$ cat src/rtl/hams_cmp_sched.sv
// Round-robin scheduler sharing one fixed-latency comparator among NUM_REQ requesters.
// Define HAMS_SCHED_STATS_EN to add the saturating 16-bit issue counter output issue_cnt_o.
module hams_cmp_sched #(
  parameter int NUM_REQ  = 4,
  parameter int DATA_W   = 32,
  parameter int PIPE_LAT = 2
) (
  input  logic                      clk,
  input  logic                      rst_n,
  input  logic [NUM_REQ-1:0]        req_vld_i,
  input  logic [NUM_REQ*DATA_W-1:0] req_a_i,
  input  logic [NUM_REQ*DATA_W-1:0] req_b_i,
  output logic [NUM_REQ-1:0]        req_rdy_o,
  output logic                      cmp_vld_o,
  output logic [DATA_W-1:0]         cmp_a_o,
  output logic [DATA_W-1:0]         cmp_b_o,
  input  logic                      cmp_vld_i,
  input  logic                      cmp_lt_i,
  output logic [NUM_REQ-1:0]        rsp_vld_o,
  output logic                      rsp_lt_o,
  input  logic                      flush_i,
  output logic                      flush_done_o,
  output logic                      err_o
`ifdef HAMS_SCHED_STATS_EN
  ,
  output logic [15:0]               issue_cnt_o
`endif
);

  localparam int LW = (NUM_REQ > 1) ? $clog2(NUM_REQ) : 1;

  typedef enum logic [1:0] {RUN, DRAIN, DONE} state_e;

  state_e              state_q, state_d;
  logic [LW-1:0]       ptr_q, ptr_d;
  logic                cmp_vld_q, cmp_vld_d;
  logic [DATA_W-1:0]   cmp_a_q, cmp_a_d, cmp_b_q, cmp_b_d;
  logic [LW-1:0]       iss_lane_q, iss_lane_d;
  logic                tag_vld_q  [PIPE_LAT];
  logic [LW-1:0]       tag_lane_q [PIPE_LAT];
  logic                flush_done_q, flush_done_d;
  logic                err_q, err_d;

  logic [LW-1:0]       gnt_idx, cand_idx;
  logic                gnt_found, grant_en, xfer, pipe_empty_next;
  int                  cand;

  // Search starts at ptr_q, which always holds the lane after the last grant.
  always_comb begin
    gnt_found = 1'b0;
    gnt_idx   = '0;
    cand      = 0;
    cand_idx  = '0;
    for (int k = 0; k < NUM_REQ; k++) begin
      cand = int'(ptr_q) + k;
      if (cand >= NUM_REQ) cand = cand - NUM_REQ;
      cand_idx = LW'(cand);
      if (!gnt_found && req_vld_i[cand_idx]) begin
        gnt_found = 1'b1;
        gnt_idx   = cand_idx;
      end
    end
  end

  always_comb begin
    grant_en  = (state_q == RUN) && !flush_i;
    req_rdy_o = '0;
    if (grant_en && gnt_found) req_rdy_o[gnt_idx] = 1'b1;
    xfer = grant_en && gnt_found;
  end

  always_comb begin
    cmp_vld_d  = xfer;
    cmp_a_d    = cmp_a_q;
    cmp_b_d    = cmp_b_q;
    iss_lane_d = iss_lane_q;
    ptr_d      = ptr_q;
    if (xfer) begin
      cmp_a_d    = req_a_i[int'(gnt_idx)*DATA_W +: DATA_W];
      cmp_b_d    = req_b_i[int'(gnt_idx)*DATA_W +: DATA_W];
      iss_lane_d = gnt_idx;
      ptr_d      = (gnt_idx == LW'(NUM_REQ - 1)) ? '0 : gnt_idx + 1'b1;
    end
  end

  genvar gi;
  generate
    for (gi = 0; gi < PIPE_LAT; gi++) begin : g_tag
      logic          vld_d;
      logic [LW-1:0] lane_d;
      if (gi == 0) begin : g_head
        always_comb begin
          vld_d  = cmp_vld_q;
          lane_d = iss_lane_q;
        end
      end else begin : g_body
        always_comb begin
          vld_d  = tag_vld_q[gi-1];
          lane_d = tag_lane_q[gi-1];
        end
      end
      always_ff @(posedge clk or negedge rst_n) begin
        if (!rst_n) begin
          tag_vld_q[gi]  <= 1'b0;
          tag_lane_q[gi] <= '0;
        end else begin
          tag_vld_q[gi]  <= vld_d;
          tag_lane_q[gi] <= lane_d;
        end
      end
    end
  endgenerate

  always_comb begin
    rsp_vld_o = '0;
    if (cmp_vld_i && tag_vld_q[PIPE_LAT-1]) rsp_vld_o[tag_lane_q[PIPE_LAT-1]] = 1'b1;
    rsp_lt_o = cmp_lt_i;
    err_d    = err_q | (cmp_vld_i != tag_vld_q[PIPE_LAT-1]);
  end

  // The last tag stage retires this cycle, so only earlier stages keep the drain alive;
  // this lets flush_done rise the cycle right after the final response.
  always_comb begin
    pipe_empty_next = !cmp_vld_q;
    for (int s = 0; s < PIPE_LAT - 1; s++) begin
      if (tag_vld_q[s]) pipe_empty_next = 1'b0;
    end
  end

  always_comb begin
    state_d = state_q;
    case (state_q)
      RUN:     if (flush_i) state_d = DRAIN;
      DRAIN:   if (pipe_empty_next) state_d = DONE;
      DONE:    if (!flush_i) state_d = RUN;
      default: state_d = RUN;
    endcase
    flush_done_d = (state_d == DONE);
  end

  always_ff @(posedge clk or negedge rst_n) begin
    if (!rst_n) begin
      state_q      <= RUN;
      ptr_q        <= '0;
      cmp_vld_q    <= 1'b0;
      cmp_a_q      <= '0;
      cmp_b_q      <= '0;
      iss_lane_q   <= '0;
      flush_done_q <= 1'b0;
      err_q        <= 1'b0;
    end else begin
      state_q      <= state_d;
      ptr_q        <= ptr_d;
      cmp_vld_q    <= cmp_vld_d;
      cmp_a_q      <= cmp_a_d;
      cmp_b_q      <= cmp_b_d;
      iss_lane_q   <= iss_lane_d;
      flush_done_q <= flush_done_d;
      err_q        <= err_d;
    end
  end

`ifdef HAMS_SCHED_STATS_EN
  logic [15:0] issue_cnt_q, issue_cnt_d;

  always_comb begin
    issue_cnt_d = issue_cnt_q;
    if (state_q == DRAIN && state_d == DONE) issue_cnt_d = '0;
    else if (cmp_vld_q && issue_cnt_q != 16'hFFFF) issue_cnt_d = issue_cnt_q + 16'd1;
  end

  always_ff @(posedge clk or negedge rst_n) begin
    if (!rst_n) issue_cnt_q <= '0;
    else        issue_cnt_q <= issue_cnt_d;
  end

  assign issue_cnt_o = issue_cnt_q;
`endif

  assign cmp_vld_o    = cmp_vld_q;
  assign cmp_a_o      = cmp_a_q;
  assign cmp_b_o      = cmp_b_q;
  assign flush_done_o = flush_done_q;
  assign err_o        = err_q;

endmodule

$ cat config.mk
export PLATFORM = sky130hd
export DESIGN_NAME = hams_cmp_sched
export DESIGN_NICKNAME = d
export VERILOG_FILES = /design/src/rtl/hams_cmp_sched.sv
export SDC_FILE = /design/constraint.sdc
export NUM_CORES = 1
export LEC_CHECK = 0
export BUFFER_PORTS_ARGS = -buffer_cell sky130_fd_sc_hd__buf_4
export CAP_MARGIN = 20
export CORE_AREA = 2 2 131 133
export CTS_CLUSTER_DIAMETER = 150
export DETAILED_ROUTE_END_ITERATION = 16
export DIE_AREA = 0 0 133 135
export REMOVE_ABC_BUFFERS = 1
export SLEW_MARGIN = 20
export SYNTH_ARGS = -nofsm -noshare
export SYNTH_HDL_FRONTEND = slang
export SYNTH_SLANG_ARGS = --single-unit
$ cat constraint.sdc
create_clock -name clk -period 2.64 [get_ports clk]
set_input_delay 0.528 -clock clk [delete_from_list [all_inputs] [get_ports clk]]
set_output_delay 0.528 -clock clk [all_outputs]
set_load 0.05 [all_outputs]
==> flow_summary.yaml <==
status:
  status: "complete, no violations"
power:
  p_int_uw: 4300
  clkPwrFrac_pct: 13.2
  p_leak_uw: 0.00413
  pwr-share-comb_pct: 61.7
  swShare_pct: 48.9
  pwr-share-seq_pct: 25.1
  vdd_ir_drop_max_mv: 0.601
  powerDensity_nw_per_um2: 1120
  fin_total_pwr_uw: 8420
  netSwitchingPower_uw: 4120
timing:
  period_minus_slack_ns: 2.46
  rsz0062_at_grt: "no"
  whs_ns: 0.162
  final.setup_skew_ns: 0.00798
  max_freq_ghz: 0.406
  setup_viol: 0
  slew_headroom_pct: 27.5
  tightestPinTransition_ns: 1.09
  maxSlewViolCount: 0
  finalHoldViolCount: 0
  period_share_pct: 93.3
layout:
  drive_above_1_share_pct: 49.6
  fillers: 1592
  diodes: 0
  final_cells: 960
  nets: 1005
  areaGrowthSynthToFinish_pct: 64.4
clocking:
  worstSkewPairLatency_ns: 0.33
  cts_tree: "yes"
  h-tree-depth: 3
  cts_buffer_depth: 2
  holdBufCountCts: 0
  clockRootBuffer: "clkbuf_16"
  cts_buffers: 9
  path_clk_slew_ns: 0.06
  cts.sink_count: 79
die:
  die_y_um: 135
  die_w_um: 133
  io_pins: 341
  initial_utilization_pct: 27.9
  rows: 47
  die_area_um2: 18000
  core_area_um2: 16400
yosys:
  ys_seq_area_share_pct: 43.3
  async_flop_share_pct: 100
  synth_edf_count: 0
  ys_top_cells_by_area: "dfrtp_1, mux2i_1, o221ai_1, nand2_1, buf_6"
  synthCells: 419
  yosys_warnings: 0
  ys_seq_elements: 79
  synthFlopType: "dfrtp_1"
  synth_common_cells: "mux2i_1, dfrtp_1, nand2_1, o221ai_1, clkbuf_1"
  synth_top_cell_area_share_pct: 43.3
  synth_area_per_cell_um2: 10.9
  syn-cell-area_um2: 4570
  yosysMostFrequentCell: "mux2i_1"
  synth_top_area_cell: "dfrtp_1"
  synth_cell_types: 31
setup_path:
  regToRegStartpoint: "ptr_q[0]$_DFFE_PN0P_"
  cp_data_arrival_time_ns: 1.94
  crit_type: "flop to output port"
  critPathMaxFanout: 5
  critPathLaunchType: "flop"
  cp-end-kind: "output port"
  startpoint: "ptr_q[1]$_DFFE_PN0P_"
  required_ns: 2.11
drt:
  drc: 0
  num_vias: 4685
  first_iter_violations: 207
  detail_route.wl_per_cell_um: 17.5
  firstDrtPassIters: 4
  postRouteAntennaNets: 0
  routed_wl_um: 16800
  via_per_inst: 4.88
placed_design:
  port_buffers: 338
  place_inst: 947
  dp_hpwl_um: 12700
  globalplace.congestion: 0.848
grt:
  antenna_found_initial: 0
  grt_pass1_vias: 5059
  top_usage_layer: "met2"
  grt_util_met1_pct: 19.7
  grt_max_degree: 70
  overflow: 0
  grt_usage_pct: 18.2
  grt_util_met2_pct: 33.0
  grt_pass1_wl_um: 25800
  use_met3_pct: 4.73
worst_hold_path:
  hold_path.class: "input pin to async pin"
flow_run:
  drv_cap: 0
## state kept, by name, summed over array words and instances, names as in the netlist
name / count
cmp_a_o: 32
cmp_b_o: 32
cmp_vld_o: 1
err_o: 1
flush_done_o: 1
g_tag.lane_d: 4
g_tag.vld_d: 1
ptr_q: 2
state_q: 2
tag_lane_q: 2
tag_vld_q: 1
## critical path, cell delays in order (launching register included)
cell and delay [ns]:
dfrtp_2 0.42, a21oi_1 0.08, or3_1 0.34, o221ai_2 0.12, inv_2 0.10, ha_1 0.22, and2_1 0.15, buf_4 0.19
## logic make-up (layout without fill, tap and decap cells)
family	after synthesis	after routing	synth area share, %
adders and majority gates	2	2	0.548
and+or+nand+nor	93	93	8.35
DFF	79	79	43.3
muxes	128	128	28.0
buffers and inverters	42	363	5.45
AOI/OAI and AO/OA	75	75	14.3
## power groups by stage
stage	combinational (uW)	sequential [uW]	clock [uW]
6_report	5200	2110	1110
5_1_grt	5510	2180	1210
4_1_cts	5260	2120	1150
3_5_place_dp	5260	2120	0
3_3_place_gp	5170	2120	0
2_1_floorplan	1940	3720	0
## metrics by stage
stage               TNS, ns  worst slack [ns]  utilization [%]  area [um^2]
floorplan           -266.53             -4.97                -         4340
global placement          0             0.121             44.2         7260
detailed placement        0            0.0608             44.2         7260
CTS                       0             0.107             45.8         7510
global route              0            0.0652             45.8         7510
finish                    0             0.176             45.8         7510
## repair_timing
action | in CTS | in global routing
setup endpoints to repair | 0 | 1
setup buffers | 0 | 0
gates resized for setup | 0 | 1
## path summary, 6_finish.rpt
check,endpoint,slack [ns],cells after the start
setup / recovery,req_rdy_o[3],0.18,7
hold / removal,cmp_a_o[11]$_DFFE_PN0P_,0.16,1
setup reg to reg,cmp_a_o[17]$_DFFE_PN0P_,0.28,6
hold reg to reg,tag_lane_q[0]$_DFF_PN0_,0.35,0
max in group asynchronous,cmp_a_o[14]$_DFFE_PN0P_,1.82,2
min in group clk,tag_lane_q[0]$_DFF_PN0_,0.35,0
## cells in the final DEF (no fill, tap or decap), types with 2 or more instances in the layout
cell       netlist  final
buf_4            1    341
nand2_2          0      2
mux2i_1        128    128
dfrtp_1         79     78
o21ai_0          3      3
ha_1             2      2
buf_12           0      3
inv_1            3      3
inv_2            3      3
nor2_1           5      5
o221ai_1        64     64
clkbuf_16        0      9
clkinv_2         0      2
nand2_1         75     73
nor3_1           4      4
## layer usage
metal,routed length [um],vias up
li1,-,2222
met1,6420,2219
met2,8730,204
met3,1080,40
met4,573,0
met5,0,-
## area by class of cell
class | count | area (um^2) | area share (%)
timing repair buffer | 344 | 2620 | 34.9
multi-input combinational | 298 | 2360 | 31.5
inverter | 6 | 22.5 | 0.300
tap | 220 | 275 | 3.66
clock buffer | 11 | 243 | 3.23
sequential | 79 | 1980 | 26.3
clock inverter | 2 | 10.0 | 0.133
No activity file was read; power rests on OpenSTA's default activity.
